--- config.mk ---
export PLATFORM = sky130hd
export DESIGN_NAME = control_pipe
export DESIGN_NICKNAME = d
export VERILOG_FILES = /design/src/rtl/control_pipe.sv
export SDC_FILE = /design/constraint.sdc
export NUM_CORES = 1
export LEC_CHECK = 0
export CORE_UTILIZATION = 39
export CTS_BUF_LIST = sky130_fd_sc_hd__clkbuf_4
export CTS_CLUSTER_DIAMETER = 150
export DETAILED_ROUTE_END_ITERATION = 10
export PLACE_DENSITY = 0.75
export SLEW_MARGIN = 25
export SYNTH_ARGS = -nofsm -noshare
export SYNTH_HDL_FRONTEND = slang
export SYNTH_SLANG_ARGS = --single-unit
export TNS_END_PERCENT = 30
--- constraint.sdc ---
create_clock -name Clk -period 1.98 [get_ports Clk]
set_input_delay 0.594 -clock Clk [delete_from_list [all_inputs] [get_ports Clk]]
set_output_delay 0.594 -clock Clk [all_outputs]
set_load 0.005 [all_outputs]
--- src/rtl/control_pipe.sv ---
// control_pipe: registered instruction decoder with load stall and branch flush; CONTROL_PIPE_ILLEGAL_TRAP_EN adds the illegal-branch trap output
module control_pipe #(
  parameter int OPWIDTH   = 6,
  parameter int MCODEBITS = 6,
  parameter int MEM_LAT   = 2
) (
  input  logic                 Clk,
  input  logic                 Reset,
  input  logic                 instr_valid,
  input  logic [MCODEBITS-1:0] instr,
  output logic                 instr_ready,
  input  logic                 take_branch,
  output logic                 out_valid,
  output logic                 Branch,
  output logic                 MemWrite,
  output logic                 RegWrite,
  output logic                 absj,
  output logic [1:0]           ALUSrc,
  output logic [1:0]           MemtoReg,
  output logic [OPWIDTH-1:0]   ALUOp,
  output logic                 busy
`ifdef CONTROL_PIPE_ILLEGAL_TRAP_EN
  ,
  output logic                 illegal
`endif
);
  localparam int XW = (OPWIDTH > MCODEBITS) ? OPWIDTH : MCODEBITS;
  typedef enum logic {RUN, LOAD_WAIT} state_t;
  state_t state, state_nxt;
  logic [3:0] cnt, cnt_nxt;
  logic [2:0] cls, sub;
  logic go;
  logic [XW-1:0] ext;
  logic [OPWIDTH-1:0] op_field;
  logic d_br, d_mw, d_rw, d_aj, d_ill;
  logic [1:0] d_as, d_mr;
  logic [OPWIDTH-1:0] d_op;
  assign cls = instr[MCODEBITS-1 -: 3];
  assign sub = instr[2:0];
  assign instr_ready = (state == RUN);
  assign busy = (state == LOAD_WAIT);
  assign go = instr_valid & instr_ready & ~take_branch;
  assign ext = XW'(instr);
  assign op_field = ext[OPWIDTH-1:0];
  // decode the class field into control values
  always_comb begin
    d_br = 1'b0;
    d_mw = 1'b0;
    d_rw = 1'b0;
    d_aj = 1'b0;
    d_ill = 1'b0;
    d_as = 2'd0;
    d_mr = 2'd0;
    d_op = '1;
    case (cls)
      3'b000: begin d_rw = 1'b1; d_as = 2'd1; d_op = OPWIDTH'({instr[2], 2'b00}); end
      3'b001: begin d_rw = 1'b1; d_as = 2'd2; d_op = op_field; end
      3'b010: begin d_rw = 1'b1; d_as = 2'd1; d_mr = 2'd2; d_op = OPWIDTH'(4'b1111); end
      3'b011: begin
        d_br = 1'b1;
        d_as = 2'd2;
        d_op = op_field;
        d_aj = (sub == 3'b000) | (sub == 3'b001) | (sub == 3'b100);
`ifdef CONTROL_PIPE_ILLEGAL_TRAP_EN
        d_ill = (sub == 3'b111);
`endif
      end
      3'b100: begin d_rw = 1'b1; d_mr = 2'd2; end
      3'b101: begin d_rw = 1'b1; d_mr = 2'd1; end
      3'b110: d_mw = 1'b1;
      3'b111: begin d_rw = 1'b1; d_op = ~({OPWIDTH{1'b1}} >> 3); end
    endcase
  end
  // next state: enter LOAD_WAIT on a kept lb, leave when the counter hits 1
  always_comb begin
    state_nxt = state;
    cnt_nxt = cnt;
    if (state == LOAD_WAIT) begin
      cnt_nxt = cnt - 4'd1;
      if (cnt == 4'd1) state_nxt = RUN;
    end else if (go && cls == 3'b101 && MEM_LAT > 0) begin
      state_nxt = LOAD_WAIT;
      cnt_nxt = 4'(MEM_LAT);
    end
  end
  // stall state register
  always_ff @(posedge Clk) begin
    if (Reset) begin
      state <= RUN;
      cnt <= 4'd0;
    end else begin
      state <= state_nxt;
      cnt <= cnt_nxt;
    end
  end
  // decode/execute boundary register: decoded controls or a bubble
  always_ff @(posedge Clk) begin
    if (Reset || !go || d_ill) begin
      out_valid <= 1'b0;
      Branch <= 1'b0;
      MemWrite <= 1'b0;
      RegWrite <= 1'b0;
      absj <= 1'b0;
      ALUSrc <= 2'd0;
      MemtoReg <= 2'd0;
      ALUOp <= '0;
    end else begin
      out_valid <= 1'b1;
      Branch <= d_br;
      MemWrite <= d_mw;
      RegWrite <= d_rw;
      absj <= d_aj;
      ALUSrc <= d_as;
      MemtoReg <= d_mr;
      ALUOp <= d_op;
    end
  end
`ifdef CONTROL_PIPE_ILLEGAL_TRAP_EN
  // one-cycle trap pulse alongside the bubble of an illegal branch
  always_ff @(posedge Clk) begin
    illegal <= Reset ? 1'b0 : (go & d_ill);
  end
`endif
endmodule

==> results of run 1 <==
-- state kept, by name, indices dropped and copies added, names as in the netlist --
signal / cells
ALUOp: 6
cnt: 4
ALUSrc: 2
MemtoReg: 2
Branch: 1
MemWrite: 1
RegWrite: 1
absj: 1
busy: 1
out_valid: 1
-- per-stage QoR --
step / util / setup slack, ns / instances / hold WS [ns]
after floorplan: - / 0.3591 / 79 / 0.4726
after global placement: 0.6021 / 0.009601 / 131 / 0.4885
after detailed placement: 0.6021 / -0.03797 / 131 / 0.5099
after CTS: 0.6168 / 0.002638 / 135 / 0.5220
after global routing: 0.6175 / 0.06713 / 135 / 0.5381
final: 0.6175 / 0.1294 / 135 / 0.5206
-- metal layers --
metal	vias to the layer above	part of all wire	global-route usage
li1	333	-	-
met1	277	0.44	0.1948
met2	16	0.50	0.2083
met3	5	0.031	0.04706
met4	0	0.023	0.08824
met5	-	0	0
-- cells by family (layout without fill, tap and decap cells) --
group / count (synthesis) / after routing / share of synthesized area
adder cells (fa/ha/maj): 2 / 2 / 0.03257
flip-flops: 20 / 20 / 0.5212
XOR/XNOR: 3 / 3 / 0.03421
buffers and inverters: 12 / 43 / 0.07979
AO/OA/AOI/OAI: 16 / 16 / 0.1336
AND/OR/NAND/NOR: 26 / 26 / 0.1987
-- power groups by stage --
stage | Sequential [uW] | Clock, uW | Combinational (uW)
after floorplan | 427 | 0 | 41.1
after global placement | 427 | 0 | 88.3
after detailed placement | 428 | 0 | 90.4
after CTS | 418 | 196 | 90.6
after global routing | 420 | 212 | 98.8
final | 418 | 189 | 90.5
-- cell type report --
| type | count | area (um^2) |
|---|---|---|
| Clock buffer | 3 | 22.52 |
| Multi-Input combinational cell | 47 | 306.5 |
| Inverter | 6 | 22.52 |
| Timing Repair Buffer | 33 | 312.8 |
| Clock inverter | 1 | 3.754 |
| Tap cell | 25 | 31.28 |
| Fill cell | 158 | 681.9 |
| Sequential cell | 20 | 401.6 |
-- Yosys cell counts --
cell type	n	area, um^2
and2_1	1	6.260
and3_1	2	12.51
a21oi_1	6	30.03
inv_1	6	22.52
nand3_1	1	5.000
o31ai_1	1	7.510
nor2_1	4	15.01
buf_6	2	22.52
nand2_1	4	15.01
a221oi_1	1	8.760
dfxtp_1	20	400.4
nor3b_1	1	7.510
ha_1	2	25.02
o21ai_0	1	5.000
nand2b_1	1	6.260
clkbuf_1	3	11.26
or3_1	2	12.51
nand3b_1	1	7.510
nor3_2	1	10.01
or4b_4	1	13.76
o22ai_1	1	6.260
or4b_1	1	10.01
nor3_1	5	25.02
xor2_1	2	17.52
nor2b_1	1	6.260
a21boi_0	2	15.01
a211oi_1	4	30.03
xnor2_1	1	8.760
buf_2	1	5.000
-- path summary, 6_finish.rpt --
| path | endpoint | slack, ns |
|---|---|---|
| setup / recovery | busy | 0.13 |
| hold / removal | cnt[3]$_SDFFE_PP0P_ | 0.52 |
| setup reg to reg | absj$_SDFF_PP0_ | 0.61 |
| hold reg to reg | cnt[3]$_SDFFE_PP0P_ | 0.52 |
==> metrics, run 1 <==
minimum clock period=1.851 ns; RR Startpoint=busy$_SDFF_PP0_; io pins=27; setup violators final=0; Final Cell Area=1101 um^2; commonest non-fill, non-tap cells in the layout=clkdlybuf4s50_1, dfxtp_1, buf_4; clock-pin slew of the registers on the worst-case setup and hold paths=about 0.1 ns; DRT Pass-1 Iters=3; post-route clock skew=roughly 0.0020 ns; Synth cell types=29; height of the die=46.38 um; Num CTS Buffers=3; hold path startpoint=cnt[3]$_SDFFE_PP0P_; P per Cell Area=~630 nW/um^2; post_cts resized=0; Die Footprint=about 2200 um^2; Hold/Removal Path Class=register to register; status=finished, final reports clean; worst path buffer plus inverter count=1; CP cell instances=clkdlybuf4s50_1; fmax=540.4 MHz; initial core utilization=0.4309; std cell rows=15; CTS tree=yes; Max stage delay on crit path=0.53 ns; maxcap violations=0; Antenna diodes=0; mapped cell area=768.2 um^2; Core Box Area=approximately 1800 um^2; first-pass GRT wire length=2.132 mm; #FFs+latches synth=20; total power draw=697.4 uW; synthesized area per cell=9.725 um^2; sequential fraction of the synthesis area=0.5212; Combinational Power Share=0.130; H-tree depth=1; CTS Sinks=20; TNS Setup=0 ns; IO Port Bufs=26; Setup crit start=busy$_SDFF_PP0_; Reg power frac=0.600; Mapped Cells=79; nets=123; Final Slew Violations=0; cell class contributing the biggest share of worst-path delay=buffers and inverters; Placer Congestion=0.7474; grt total ovfl=0; CTS Root Cell=clkbuf_4; largest net degree at the start of global routing=12; final WL=around 1.5 mm; share of cells above drive strength 1=0.1182; Critical Path AT=approximately 1.3 ns; Hold-fix buffers, CTS=0; Peak VDD IR=0.3397 mV; switching power=158.2 uW; Yosys warning count=0; Max FO, Critical Path=11; worst skew pair latency=a little under 0.3 ns; Register-to-Register Path Depth=3; hold path depth=2; CP Depth=1; vias per cell=roughly 4.7; vias in the first global route=roughly 480; most common cell after layout, fill and taps aside=clkdlybuf4s50_1; critical path endpoint category=output port; Slew headroom=0.8414; Detailed Route Iter0 Violations=4; area post-placement=~1100 um^2; Vias=631; Setup Buffers After CTS=0; initial antenna violation count=0; Final Hold Fails=0; clock share of power=0.271; CP Launch Type=register; routed len/inst=10.74 um; Die X=roughly 46 um; number of routed nets with antenna violations=0; Lkg Pwr=approximately 0.00042 uW; kind of critical path=register to output port; Final Cycle Share=0.9346; Area Overhead vs Synth=43.32%; RSZ-0062 raised after global routing=no; Net Sw Frac=0.2268; drt drc=0; CP required=1.39 ns; worst slew pin tran=between 0.2 and 0.25 ns; Slowest-stage cell, CP=clkdlybuf4s50_1; clk buf depth=2; Internal=between 500 and 600 uW; Syn Nets=91; DP Wirelength=1.150 mm; GRT Total Usage=0.1483
No activity file was read; power rests on OpenSTA's default activity.
==> run 2, diff against run 1 <==
--- a/config.mk
+++ b/config.mk
@@ -14,4 +14,3 @@
 export SYNTH_ARGS = -nofsm -noshare
 export SYNTH_HDL_FRONTEND = slang
 export SYNTH_SLANG_ARGS = --single-unit
-export TNS_END_PERCENT = 30
==> results of run 2 <==
Final layout, timing and power as in run 1 (identical DEF).
==> run 3, diff against run 2 <==
--- a/config.mk
+++ b/config.mk
@@ -6,9 +6,10 @@
 export NUM_CORES = 1
 export LEC_CHECK = 0
 export CORE_UTILIZATION = 39
-export CTS_BUF_LIST = sky130_fd_sc_hd__clkbuf_4
+export CTS_BUF_LIST = sky130_fd_sc_hd__clkbuf_8
 export CTS_CLUSTER_DIAMETER = 150
 export DETAILED_ROUTE_END_ITERATION = 10
+export MAX_ROUTING_LAYER = met4
 export PLACE_DENSITY = 0.75
 export SLEW_MARGIN = 25
 export SYNTH_ARGS = -nofsm -noshare
==> constraint.sdc (replaced) <==
create_clock -name Clk -period 2 [get_ports Clk]
set_input_delay 0.6 -clock Clk [delete_from_list [all_inputs] [get_ports Clk]]
set_output_delay 0.6 -clock Clk [all_outputs]
set_load 0.005 [all_outputs]
==> run 3 against run 2 <==
Total power up 14%. Critical path depth unchanged. Register-to-register slack better by 0.03 ns. Highest routed layer unchanged.
==> metrics, run 3 (synthesis results as in run 1) <==
Top Registers=ALUOp x6, cnt x4 (unchanged); Peak VDD IR=0.3474 mV (was 0.3397 mV); RSZ-0062 raised after global routing=no (unchanged); Max stage delay on crit path=0.53 ns (about the same); Cells after DPL=130 (was 131); routed len/inst=11.61 um (was 10.74 um); CTS Sinks=20 (unchanged); Die Footprint=2151 um^2 (unchanged); met3 Use GR=0.03922 (was 0.04706); Slowest-stage cell, CP=clkdlybuf4s50_1 (unchanged); Final Slew Violations=0 (unchanged); cell class contributing the biggest share of worst-path delay=buffers and inverters (unchanged); P per Cell Area=710.9 nW/um^2 (was 633.4 nW/um^2); Non-Filler Instances=134 (was 135); nets=122 (was 123); vias per cell=4.784 (was 4.674); largest net degree at the start of global routing=12 (unchanged); worst path buffer plus inverter count=1 (unchanged); Die X=46.38 um (unchanged); Critical Path AT=1.20 ns (was 1.26 ns); kind of critical path=register to output port (unchanged); critical path endpoint category=output port (unchanged); met1 usage=0.1981 (was 0.1948); worst slew pin tran=0.3117 ns (was 0.2374 ns); CTS Root Cell=clkbuf_8 (was clkbuf_4); CP Launch Type=register (unchanged); max reg flops=6 (unchanged); Final Hold Fails=0 (unchanged); Lkg Pwr=0.0004276 uW (was 0.0004190 uW); DP Wirelength=1.177 mm (was 1.150 mm); grt total ovfl=0 (unchanged); Num CTS Buffers=3 (unchanged); initial antenna violation count=0 (unchanged); Placer Congestion=0.7582 (was 0.7474); io pins=27 (unchanged); drt drc=0 (unchanged); grt met2 use=0.2528 (was 0.2083); IO Port Bufs=26 (unchanged); clk buf depth=2 (unchanged); share of cells above drive strength 1=0.1193 (was 0.1182); Area Overhead vs Synth=46.09% (was 43.32%); Max FO, Critical Path=11 (unchanged); initial core utilization=0.4309 (unchanged); Setup Buffers After CTS=0 (unchanged); final WL=1.556 mm (was 1.450 mm); post-route clock skew=0.003068 ns (was 0.001978 ns); vias in the first global route=561 (was 479); Detailed Route Iter0 Violations=8 (was 4); Core Box Area=1783 um^2 (unchanged); Final Hold Slack=0.5200 ns (was 0.5206 ns); status=finished, final reports clean (unchanged); number of routed nets with antenna violations=0 (unchanged); minimum clock period=~1.8 ns; CP cell instances=clkdlybuf4s50_1 (unchanged); DRT Pass-1 Iters=4 (was 3); Final Cycle Share=0.8979; GRT Total Usage=0.1696 (was 0.1483); Antenna diodes=0 (unchanged); gr busiest metal=met2 (unchanged); CTS tree=yes (unchanged); Hold-fix buffers, CTS=0 (unchanged); maxcap violations=0 (unchanged); Vias=641 (was 631); height of the die=46.38 um (unchanged); CP required=1.40 ns (was 1.39 ns); H-tree depth=1 (unchanged); most common cell after layout, fill and taps aside=clkdlybuf4s50_1 (unchanged); Hold/Removal Path Class=register to register (unchanged); commonest non-fill, non-tap cells in the layout=clkdlybuf4s50_1, dfxtp_1, inv_1, a21oi_1, buf_4 (was clkdlybuf4s50_1, dfxtp_1, buf_4); first-pass GRT wire length=2.449 mm (was 2.132 mm); clock-pin slew of the registers on the worst-case setup and hold paths=0.07 ns (was 0.10 ns); post_cts resized=0 (unchanged); Slew headroom=0.7918 (was 0.8414); setup violators final=0 (unchanged); TNS Setup=0 ns (unchanged); worst skew pair latency=0.25 ns (was 0.29 ns); total power draw=797.9 uW (was 697.4 uW); std cell rows=15 (unchanged); fmax=556.8 MHz; Biggest register=ALUOp (unchanged)
run 3: per-layer routing:
layer  part of all wire  vias up  wire [um]
met3              0.028        4         44
met4              0.024        0         38
met5                  0        -          0
met2               0.51       15        792
met1               0.44      292        681
li1                   -      330          -
run 3: report_power, final:
group | switching, uW | internal [uW]
Clock | 120 | 175
Sequential | 5.05 | 409
Combinational | 38.1 | 51.0
run 3: area by class of cell:
class                      instances  area, um^2
timing repair buffer              32       305.3
tap                               25       31.28
multi-input combinational         47       306.5
fill                             141       660.6
clock buffer                       4       55.05
inverter                           6       22.52
sequential                        20       401.6
run 3: per-stage QoR:
step | util | setup WS (ns) | cell area, um^2
2_1_floorplan | - | 0.3731 | 768.2
3_3_place_gp | 0.5979 | 0.02483 | 1066
3_5_place_dp | 0.5979 | 0.001569 | 1066
4_1_cts | 0.6288 | 0.07345 | 1121
5_1_grt | 0.6295 | 0.1291 | 1122
6_report | 0.6295 | 0.2041 | 1122
run 3: worst paths after layout:
kind                            slack (ns)           startpoint  depth (start not counted)                   to
worst max-delay path                  0.20      busy$_SDFF_PP0_                          1                 busy
worst min-delay path                  0.52  cnt[3]$_SDFFE_PP0P_                          2  cnt[3]$_SDFFE_PP0P_
worst max register to register        0.64      busy$_SDFF_PP0_                          3      absj$_SDFF_PP0_
worst min register to register        0.52  cnt[3]$_SDFFE_PP0P_                          2  cnt[3]$_SDFFE_PP0P_
run 3: tightest hold or removal path: stages, from the launching register on:
cell and delay [ns]:
dfxtp_1 0.33, nand3b_1 0.08, o21ai_0 0.07
